==> config.mk <==
export PLATFORM = sky130hd
export DESIGN_NAME = mac_vector_sequencer
export DESIGN_NICKNAME = d
export VERILOG_FILES = /design/src/rtl/mac_vector_sequencer.sv
export SDC_FILE = /design/constraint.sdc
export NUM_CORES = 1
export LEC_CHECK = 0
export ABC_AREA = 1
export CORE_MARGIN = 3
export CORE_UTILIZATION = 57
export CTS_BUF_LIST = sky130_fd_sc_hd__clkbuf_16
export DETAILED_ROUTE_END_ITERATION = 6
export PLACE_DENSITY = 0.81
export SKIP_LAST_GASP = 1
export SYNTH_ARGS = -nofsm -noshare
export SYNTH_HDL_FRONTEND = slang
export SYNTH_SLANG_ARGS = --single-unit
==> constraint.sdc <==
create_clock -name clk -period 2.8 [get_ports clk]
set_input_delay 0.56 -clock clk [delete_from_list [all_inputs] [get_ports clk]]
set_output_delay 0.56 -clock clk [all_outputs]
set_load 0.05 [all_outputs]
==> src/rtl/mac_vector_sequencer.sv <==
// Control stage around the 4-lane MAC: it walks num_words operand words over memory port B and fires the MAC once per word.
// It accumulates the per-word results into a wide unsigned sum. Define MAC_SEQ_TIMEOUT_EN to add a WAIT_MAC watchdog that drives err.
module mac_vector_sequencer #(
  parameter int DATA_WIDTH  = 16,
  parameter int ADDR_WIDTH  = 8,
  parameter int LEN_WIDTH   = 8,
  parameter int ACC_WIDTH   = 48,
  parameter int MEM_LATENCY = 1
) (
  input  logic                    clk,
  input  logic                    rst_n,
  input  logic                    start,
  input  logic [ADDR_WIDTH-1:0]   base_addr,
  input  logic [LEN_WIDTH-1:0]    num_words,
  output logic                    busy,
  output logic                    done,
  output logic [ACC_WIDTH-1:0]    acc_result,
  output logic                    overflow,
  output logic                    err,
  output logic [ADDR_WIDTH-1:0]   addrb,
  output logic                    enb,
  output logic                    start_mac,
  input  logic [2*DATA_WIDTH-1:0] mac_result,
  input  logic                    mac_done
);

  localparam int LAT_W = (MEM_LATENCY > 1) ? $clog2(MEM_LATENCY) : 1;
  localparam logic [LAT_W-1:0] LAT_LAST = LAT_W'(MEM_LATENCY - 1);

  typedef enum logic [2:0] {
    IDLE,
    ISSUE,
    WAIT_MEM,
    FIRE,
    WAIT_MAC,
    FINISH
  } state_t;

  state_t                r_state;
  logic [ADDR_WIDTH-1:0] r_base;
  logic [LEN_WIDTH-1:0]  r_num;
  logic [LEN_WIDTH-1:0]  r_idx;
  logic [ACC_WIDTH-1:0]  r_acc;
  logic [ACC_WIDTH-1:0]  r_accResult;
  logic [LAT_W-1:0]      r_lat;
  logic [ADDR_WIDTH-1:0] r_addrb;
  logic                  r_busy;
  logic                  r_done;
  logic                  r_ovf;
  logic                  r_enb;
  logic                  r_startMac;
`ifdef MAC_SEQ_TIMEOUT_EN
  logic [3:0]            r_wdog;
  logic                  r_err;
`endif

  logic [ACC_WIDTH:0]    w_sum;
  logic [LEN_WIDTH:0]    w_idxNext;

  // The extra top bit of the sum is the carry out that feeds the sticky overflow flag.
  assign w_sum     = {1'b0, r_acc} + {{(ACC_WIDTH + 1 - 2*DATA_WIDTH){1'b0}}, mac_result};
  assign w_idxNext = {1'b0, r_idx} + (LEN_WIDTH + 1)'(1);

  // All outputs are registered and take their value on entry to the state that owns them.
  always_ff @(posedge clk) begin
    if (!rst_n) begin
      r_state     <= IDLE;
      r_base      <= '0;
      r_num       <= '0;
      r_idx       <= '0;
      r_acc       <= '0;
      r_accResult <= '0;
      r_lat       <= '0;
      r_addrb     <= '0;
      r_busy      <= 1'b0;
      r_done      <= 1'b0;
      r_ovf       <= 1'b0;
      r_enb       <= 1'b0;
      r_startMac  <= 1'b0;
`ifdef MAC_SEQ_TIMEOUT_EN
      r_wdog      <= '0;
      r_err       <= 1'b0;
`endif
    end else begin
      r_done     <= 1'b0;
      r_enb      <= 1'b0;
      r_startMac <= 1'b0;
      case (r_state)
        IDLE: begin
          if (start) begin
            r_base <= base_addr;
            r_num  <= num_words;
            r_idx  <= '0;
            r_acc  <= '0;
            r_ovf  <= 1'b0;
`ifdef MAC_SEQ_TIMEOUT_EN
            r_err  <= 1'b0;
`endif
            if (num_words == '0) begin
              r_state     <= FINISH;
              r_done      <= 1'b1;
              r_accResult <= '0;
              r_busy      <= 1'b0;
            end else begin
              r_state <= ISSUE;
              r_busy  <= 1'b1;
              r_enb   <= 1'b1;
              r_addrb <= base_addr;
            end
          end
        end
        ISSUE: begin
          r_state <= WAIT_MEM;
          r_lat   <= '0;
        end
        WAIT_MEM: begin
          if (r_lat == LAT_LAST) begin
            r_state    <= FIRE;
            r_startMac <= 1'b1;
          end else begin
            r_lat <= r_lat + LAT_W'(1);
          end
        end
        FIRE: begin
          r_state <= WAIT_MAC;
`ifdef MAC_SEQ_TIMEOUT_EN
          r_wdog  <= '0;
`endif
        end
        WAIT_MAC: begin
          if (mac_done) begin
            r_acc <= w_sum[ACC_WIDTH-1:0];
            if (w_sum[ACC_WIDTH]) begin
              r_ovf <= 1'b1;
            end
            r_idx <= w_idxNext[LEN_WIDTH-1:0];
            if (w_idxNext == {1'b0, r_num}) begin
              r_state     <= FINISH;
              r_done      <= 1'b1;
              r_accResult <= w_sum[ACC_WIDTH-1:0];
              r_busy      <= 1'b0;
            end else begin
              r_state <= ISSUE;
              r_enb   <= 1'b1;
              r_addrb <= r_base + ADDR_WIDTH'(w_idxNext);
            end
`ifdef MAC_SEQ_TIMEOUT_EN
          end else if (r_wdog == 4'd14) begin
            // Fifteenth silent cycle: report only the words that did complete.
            r_err       <= 1'b1;
            r_state     <= FINISH;
            r_done      <= 1'b1;
            r_accResult <= r_acc;
            r_busy      <= 1'b0;
          end else begin
            r_wdog <= r_wdog + 4'd1;
`endif
          end
        end
        FINISH: begin
          r_state <= IDLE;
        end
        default: begin
          r_state <= IDLE;
        end
      endcase
    end
  end

  assign busy       = r_busy;
  assign done       = r_done;
  assign acc_result = r_accResult;
  assign overflow   = r_ovf;
  assign addrb      = r_addrb;
  assign enb        = r_enb;
  assign start_mac  = r_startMac;
`ifdef MAC_SEQ_TIMEOUT_EN
  assign err        = r_err;
`else
  assign err        = 1'b0;
`endif

endmodule
# After elaboration in Yosys (flattened, before gate mapping)
# Index checks and enable logic that the tools add are counted.
# Widths: inputs -> output; s select.
# totals
wordCells	85
ff_bits	137
# op_classes
mux	43
n_addsub	4
eq_ne	13
n_reduce_logical	12
# ops
cell	n
$mux 48	6
$pmux 48 s2	2
$add 48x32->49	1
$mux 8	6
$pmux 8 s2	2
$mux 1	16
$ne 2x2->1 const B	8
$mux 3	5
$pmux 3 s5	1
$pmux 1 s2	5
$reduce_and 5->1	2
$add 8x1->9 const B	1
$eq 9x8->1	1
$add 8x8->8	1
$logic_not 8->1	1
$reduce_and 4->1	2
$eq 3x2->1 const B	2
$reduce_and 3->1	2
$reduce_and 2->1	2
$reduce_bool 2->1	2
$eq 3x1->1 const B	1
$eq 3x3->1 const B	1
$logic_not 3->1	1
$add 1x1->1 const B	1

# Depth between registers and ports, before layout
# Gate-level depths: netlist of run 1.
# logic_depth
ltp_word	5
mapped_depth	19

# Worst setup path after synthesis of run 1
# OpenSTA, ideal clock, no wires.
# synth_timing
path_type	register to register
start	reg r_idx[0]
end	reg r_addrb[7], in the netlist addrb[7]
required_time_ns	2.668
path_stages_with_launch	15
arrival_ns	2.270
path_slack_ns	0.398
setup_time_ns	0.132
path_cell_list	dfxtp_1 -> ha_1 -> nand2_1 -> nor2_1 -> nand2_1 -> and2_1 -> ha_1 -> nand2_1 -> or2_2 -> and3_1 -> a21o_1 -> nand3_1 -> nand2_1 -> nand2_1 -> a21oi_1
# synth_via
elab_chain_cells	5
word_cells_on_any_way	8
classes_between	2 x add/sub; 2 x eq/ne; 3 x mux; 1 x reduce/logical
# synth_rtl
element	line	source
start, declared	42	logic [LEN_WIDTH-1:0] r_idx;
start signal, assigned	136	r_idx <= w_idxNext[LEN_WIDTH-1:0];
$add 8x1->9 *	62	assign w_idxNext = {1'b0, r_idx} + (LEN_WIDTH + 1)'(1);
$add 8x8->8	145	r_addrb <= r_base + ADDR_WIDTH'(w_idxNext);
$mux 8	137	if (w_idxNext == {1'b0, r_num}) begin
$mux 8	131	if (mac_done) begin
$pmux 8 s2	88	case (r_state)
end signal, assigned	108	r_addrb <= base_addr;
end signal, assigned	145	
end, declared	46	logic [ADDR_WIDTH-1:0] r_addrb;
# Mark *: on every way between the ends. The rest lies on a longest branch, timed or not. The select of a mux whose other input is x is not followed.
# A chain may end at the register's enable or synchronous reset.

# Worst setup path after layout of run 1
# layout_timing
start	reg r_idx[1]
end	reg r_addrb[7], in the netlist addrb[7]
# Same word-level chain as after synthesis.

==> results.cfg, run 1 <==
[setup_path]
crit_type = reg2reg
worst_path_max_delay_cell = dfxtp_1
crit_chain = ha_1 > nand2_1 > nor2_1 > nand2_1 > and2_1 > ha_1 > nand2_1 > or2_2 > and3_1 > a21o_1 > nand3_1 > nand2_1 > nand2_1 > a21oi_1
worstPathArrival_ns = 2.91
r2r_slack_ns = 0.18
crit_top_cell = nand2_1
cpLargestDelayFamily = simple AND/OR/NAND/NOR gates
endpoint_kind = register
worst-endpoint-required_ns = 3.09
critPathMaxFanout = 4
path_buf_inv = 0
r2r_end = addrb[7]
critPathMaxStageDelay_ns = 0.39
regToRegStartpoint = r_idx[1]
start_kind = register
reg2reg_depth = 14

[clock_tree]
post_cts_buffers = 0
cts-buffers-inserted = 17
cts.clk_slew.worst_paths_ns = 0.07
clock_latency_ns = 0.43
cts_sinks = 136
cts_tree = done
clockBufferDepth = 2
cts_max_level = 4
cts_root_buf = clkbuf_16

[synth]
synth_area_leader_cell = dfxtp_1
synth_top_area_share_pct = 28.2
synth_area_um2 = 9640
synth-seq-area-share_pct = 28.2
synth_fp_nets = 1800
ys.flop_type = dfxtp_1
synth_edf_count = 0
synthTopCellsByCount = 593 x nand2_1, 281 x inv_1, 250 x nor2_1, 136 x dfxtp_1, 108 x a21oi_1
syn_inst = 1706
synth_area_per_cell_um2 = 5.65
synth_area_leaders = dfxtp_1 28%, nand2_1 23%, inv_1 11%, nor2_1 9.7%, a21oi_1 5.6%
yosys.cell_types.count = 40
post-synth-top-count-cell = nand2_1
ys_ff_latch = 136
synth_warnings = 0
async_reset_ff_share_pct = 0

[timing]
relSlewSlack_pct = 46.8
fin_hold_ws_ns = 0.450
min_period_ns = 2.62
rsz0062_at_grt = no
clock_skew_ns = 0.0174
max_freq_mhz = 382
finalHoldViolations = 0
finalMaxSlewViolations = 0
tightest_slew_ns = 0.797
fin_setup_tns_ns = 0
fin_crit_sh_pct = 93.4
setup_violations = 0

[placement]
io_buffers = 112
dpl.hpwl_mm = 24.4
globalplace.congestion = 0.983

[die]
start_util_pct = 59.4
die_w_um = 136
io_pins = 114
row_count = 46
dieHeight_um = 136
coreArea_um2 = 16200
die_area_um2 = 18500

[pwr]
p_leak_nw = 6.25
peakVddDrop_uv = 650
powerDensity_nw_per_um2 = 615

[outcome]
status = complete, no violations

[route]
drt-pass1-iter-count = 6
vias = 11100
drc = 0
viasPerCell = 5.25
avgRoutedWirePerCell_um = 15.3
routed_wl_mm = 32.4
ant_nets = 0
drt_first_iter_violations = 940

[hold_path]
hold-path-cell-count = 2
hp-start = r_state[1]
hold_path.class = reg2reg
hold_path_end = start_mac

[global_routing]
grt_pass1_vias = 10600
grtUsageTotal_pct = 35.1
grt-ovfl-total = 0
grt_pass1_wl_mm = 51.2
antenna_found_initial = 0
grt_max_degree = 53

[layout]
drive_gt1_share_pct = 7.74
final_util_pct = 75.5
antennaDiodeCount = 0
finalNetCount = 1981
area_growth_pct = 27.1

[flow_run]
max_cap_violations = 0
-- per-stage QoR --
step	cells	area, um^2	setup WS (ns)	power, W
4_1_cts	2116	12200	0.244	0.00752
5_1_grt	2116	12300	0.0335	0.00791
6_report	2116	12300	0.185	0.00754
3_5_place_dp	2084	11600	-0.169	0.00506
2_1_floorplan	1706	9640	0.398	0.00409
3_3_place_gp	2084	11600	-0.129	0.00500
-- cell usage in the layout (no fill, tap or decap), drive strengths merged, types with 4 or more instances in the layout --
cell type and instances:
a21oi 108, and2 4, buf 99, bufinv 4
clkbuf 17, clkdlybuf4s50 111, clkinv 4, dfxtp 136
ha 40, inv 287, nand2 596, nand3 102
nand3b 4, nand4 19, nor2 253, nor2b 8
nor3 12, o21ai 58, or2 8, xnor2 4
-- what timing repair did --
item                       4_1_cts  5_1_grt
hold buffers                     0        0
setup endpoints to repair        0        1
gates resized for setup          0        1
-- worst max-delay path by stage --
| stage | cells after the start | startpoint | slack [ns] | end |
|---|---|---|---|---|
| floorplan | 14 | r_idx[0] | 0.40 | addrb[7] |
| global placement | 12 | mac_result[0] | -0.13 | acc_result[26] |
| detailed placement | 17 | mac_result[0] | -0.17 | acc_result[40] |
| CTS | 15 | r_idx[2] | 0.24 | addrb[6] |
| global route | 14 | mac_result[14] | 0.03 | acc_result[35] |
| finish | 14 | r_idx[1] | 0.18 | addrb[7] |
-- cell type report --
type,instances,area (um^2)
tap,216,270
fill,1393,3980
clock inverter,15,199
multi-input combinational,1239,5640
clock buffer,17,425
inverter,283,1060
timing repair buffer,210,1930
sequential,136,2720
-- sequential cells by signal (all words and copies together), names as in the netlist --
signal and cells:
r_idx 8, acc_result 48, r_acc 48, r_state 3
done 1, enb 1, addrb 8, start_mac 1
r_num 8, overflow 1, r_base 8, busy 1
-- layer usage --
layer / up-vias / GRT usage [%] / share of wire [%]
li1: 5585 / - / -
met1: 4968 / 43.9 / 42
met2: 474 / 58.9 / 46
met3: 79 / 7.14 / 8.5
met4: 0 / 14.6 / 3.9
met5: - / 0 / 0
-- cell families (layout without fill, tap and decap cells) --
logic type / count (synthesis) / count (layout) / share of synthesized area (%)
AO/OA/AOI/OAI: 177 / 177 / 9.48
XOR/XNOR: 7 / 7 / 0.636
adder cells (fa/ha/maj): 42 / 42 / 5.61
buffers and inverters: 331 / 525 / 13.3
flip-flops: 136 / 136 / 28.2
multiplexers: 1 / 1 / 0.104
other: 1 / 1 / 0.0389
AND/OR/NAND/NOR: 1011 / 1011 / 42.5
-- tightest hold or removal path, stage by stage, from the launching register on --
cell,delay [ns]
dfxtp_1,0.32
nand2_1,0.06
nor3_1,0.04
-- power breakdown --
group          switching (W)  internal, W  total [W]
Combinational        0.00176     0.000959    0.00272
Sequential          0.000183      0.00219    0.00237
Clock               0.000962      0.00149    0.00246
Power figures use the tool's default switching activity.
==> run 2: changes to the inputs <==
==> constraint.sdc (replaced) <==
create_clock -name clk -period 2.7 [get_ports clk]
set_input_delay 0.54 -clock clk [delete_from_list [all_inputs] [get_ports clk]]
set_output_delay 0.54 -clock clk [all_outputs]
set_load 0.05 [all_outputs]
==> run 2 against run 1 <==
  * Critical path depth is the same
  * Power grew 1.8%
  * Worst setup slack lost 0.11 ns
  * Clock power shrank 3%
  * Global-route usage shrank 0.79 points
  * Sequential power grew 4%
  * Routed wire length shrank 1.6%
  * Clock skew shrank 0.010 ns
  * Utilization grew 0.48 points
  * Count of clock-buffer cells in the layout is the same
  * Sequential share of layout area shrank 0.12 points
  * Highest routed layer unchanged
==> results.cfg, run 2 (synthesized netlist as in run 1, its figures left out) <==
[outcome]
status = complete, no violations

[timing]
finalMaxSlewViolations = 0
fin_crit_sh_pct = 97.1
relSlewSlack_pct = 58.6
setup_violations = 0
fin_hold_ws_ns = 0.443
max_freq_mhz = 381
rsz0062_at_grt = yes
layout_setup_ws_ns = 0.0772
finalHoldViolations = 0
min_period_ns = 2.62
clock_skew_ns = 0.00709
tightest_slew_ns = 0.621

[die]
die_w_um = 136
start_util_pct = 59.4
coreArea_um2 = 16200
row_count = 46
dieHeight_um = 136
io_pins = 114
die_area_um2 = 18500

[setup_path]
cpLargestDelayFamily = simple AND/OR/NAND/NOR gates
endpoint_kind = register
worstPathArrival_ns = 2.91
reg2reg_depth = 14
r2r_end = addrb[7]
path_buf_inv = 0
worst-endpoint-required_ns = 2.98
crit_chain = ha_1 > nand2_1 > nor2_2 > nand2_1 > and2_1 > ha_4 > nand2_1 > or2_2 > and3_1 > a21o_1 > nand3_1 > nand2_1 > nand2_1 > a21oi_1
crit_top_cell = nand2_1
start_kind = register
crit_type = reg2reg
critPathMaxStageDelay_ns = 0.35
r2r_slack_ns = 0.08
regToRegStartpoint = r_idx[0]
critPathMaxFanout = 4
worst_path_max_delay_cell = dfxtp_1

[layout]
antennaDiodeCount = 0
drive_gt1_share_pct = 8.73
layout.cells.most_common_list = 592 x nand2_1, 281 x inv_1, 247 x nor2_1
fillerInstances = 1358
area_growth_pct = 27.9
multiInputGateArea_um2 = 5670
seqCellArea_um2 = 2730
final_common_cell = nand2_1
finalNetCount = 1994

[pwr]
seqPwrFrac_pct = 32.0
power_w = 0.00767
power.switching_w = 0.00302
powerDensity_nw_per_um2 = 622
internal_power_w = 0.00466
combPwrFrac_pct = 36.8
p_leak_nw = 6.30
peakVddDrop_uv = 436
pwr-share-clk_pct = 31.2
switching_share_pct = 39.3

[clock_tree]
clockBufferDepth = 2
cts_sinks = 136
cts_root_buf = clkbuf_16
cts_hold_buf = 0
cts-buffers-inserted = 17
cts_max_level = 4
cts.clk_slew.worst_paths_ns = 0.06
cts_tree = done
clock_latency_ns = 0.43

[route]
ant_nets = 0
drc = 0
viasPerCell = 5.23
avgRoutedWirePerCell_um = 15.0
routed_wl_mm = 31.9
drt-pass1-iter-count = 6
vias = 11100
drt_first_iter_violations = 885

[global_routing]
grtUsageTotal_pct = 34.3
grt_pass1_wl_mm = 50.3
grt_max_degree = 52
antenna_found_initial = 0
grt-ovfl-total = 0
grt_pass1_vias = 10500

[placement]
globalplace.congestion = 1.02
io_buffers = 112
dpl.hpwl_mm = 24.5
pre_cts_slack_ns = -0.264

[hold_path]
hold_path.class = reg2reg
hold_path_end = start_mac
hp-start = r_state[1]
hold-path-cell-count = 2

[flow_run]
max_cap_violations = 0
-- run 2: changes by cell type in the layout (fill, tap and decap cells not counted), moves of 2 or more --
| cell | delta |
|---|---|
| clkinvlp_4 | -2 |
| bufinv_16 | -2 |
| buf_4 | +14 |
| dfxtp_2 | +2 |
| nor2_1 | -3 |
| dfxtp_1 | -2 |
| nor2_2 | +2 |
| inv_8 | +2 |
-- run 2: layout make-up --
type / count / area share (%)
Clock buffer: 17 / 3.45
Clock inverter: 15 / 1.34
Inverter: 283 / 8.62
Multi-Input combinational cell: 1239 / 46.0
Sequential cell: 136 / 22.1
Tap cell: 216 / 2.19
Timing Repair Buffer: 223 / 16.3
-- run 2: power by group through the flow --
stage	Clock (W)	Combinational (W)	Sequential [W]
after detailed placement	0	0.00278	0.00249
after global placement	0	0.00272	0.00248
final	0.00239	0.00282	0.00246
after floorplan	0	0.00133	0.00292
after CTS	0.00239	0.00280	0.00245
after global routing	0.00247	0.00310	0.00248
-- run 2: stage by stage --
step / area [um^2] / std cells / setup TNS [ns] / util (%)
2_1_floorplan: 9640 / 1706 / 0 / -
3_3_place_gp: 11700 / 2097 / -4.65 / 72.1
3_5_place_dp: 11700 / 2097 / -7.48 / 72.1
4_1_cts: 12300 / 2129 / 0 / 75.8
5_1_grt: 12300 / 2129 / -0.0392 / 76.0
6_report: 12300 / 2129 / 0 / 76.0
-- run 2: tightest hold or removal path, stage by stage (launching register included) --
cell	delay (ns)
dfxtp_1	0.31
nand2_1	0.05
nor3_1	0.04
-- run 2: routing by layer --
metal / vias to the layer above / GRT usage (%) / share of wire [%]
met1: 4972 / 43.3 / 42
met3: 68 / 6.81 / 8.5
met5: - / 0 / 0
li1: 5621 / - / -
met4: 0 / 13.5 / 3.2
met2: 469 / 57.5 / 46
-- run 2: worst max path at each step --
stage	to	depth (start not counted)	start	slack (ns)
floorplan	addrb[7]	14	r_idx[0]	0.30
global placement	acc_result[18]	13	mac_result[6]	-0.22
detailed placement	acc_result[28]	16	mac_result[0]	-0.26
CTS	addrb[7]	14	r_idx[1]	0.02
global route	addrb[7]	15	r_idx[0]	-0.04
finish	addrb[7]	14	r_idx[0]	0.08
-- run 2: repair_timing --
action                                  CTS  global route
buffers inserted                          0             0
resized for setup                         0             8
endpoints found under the setup margin    0            10
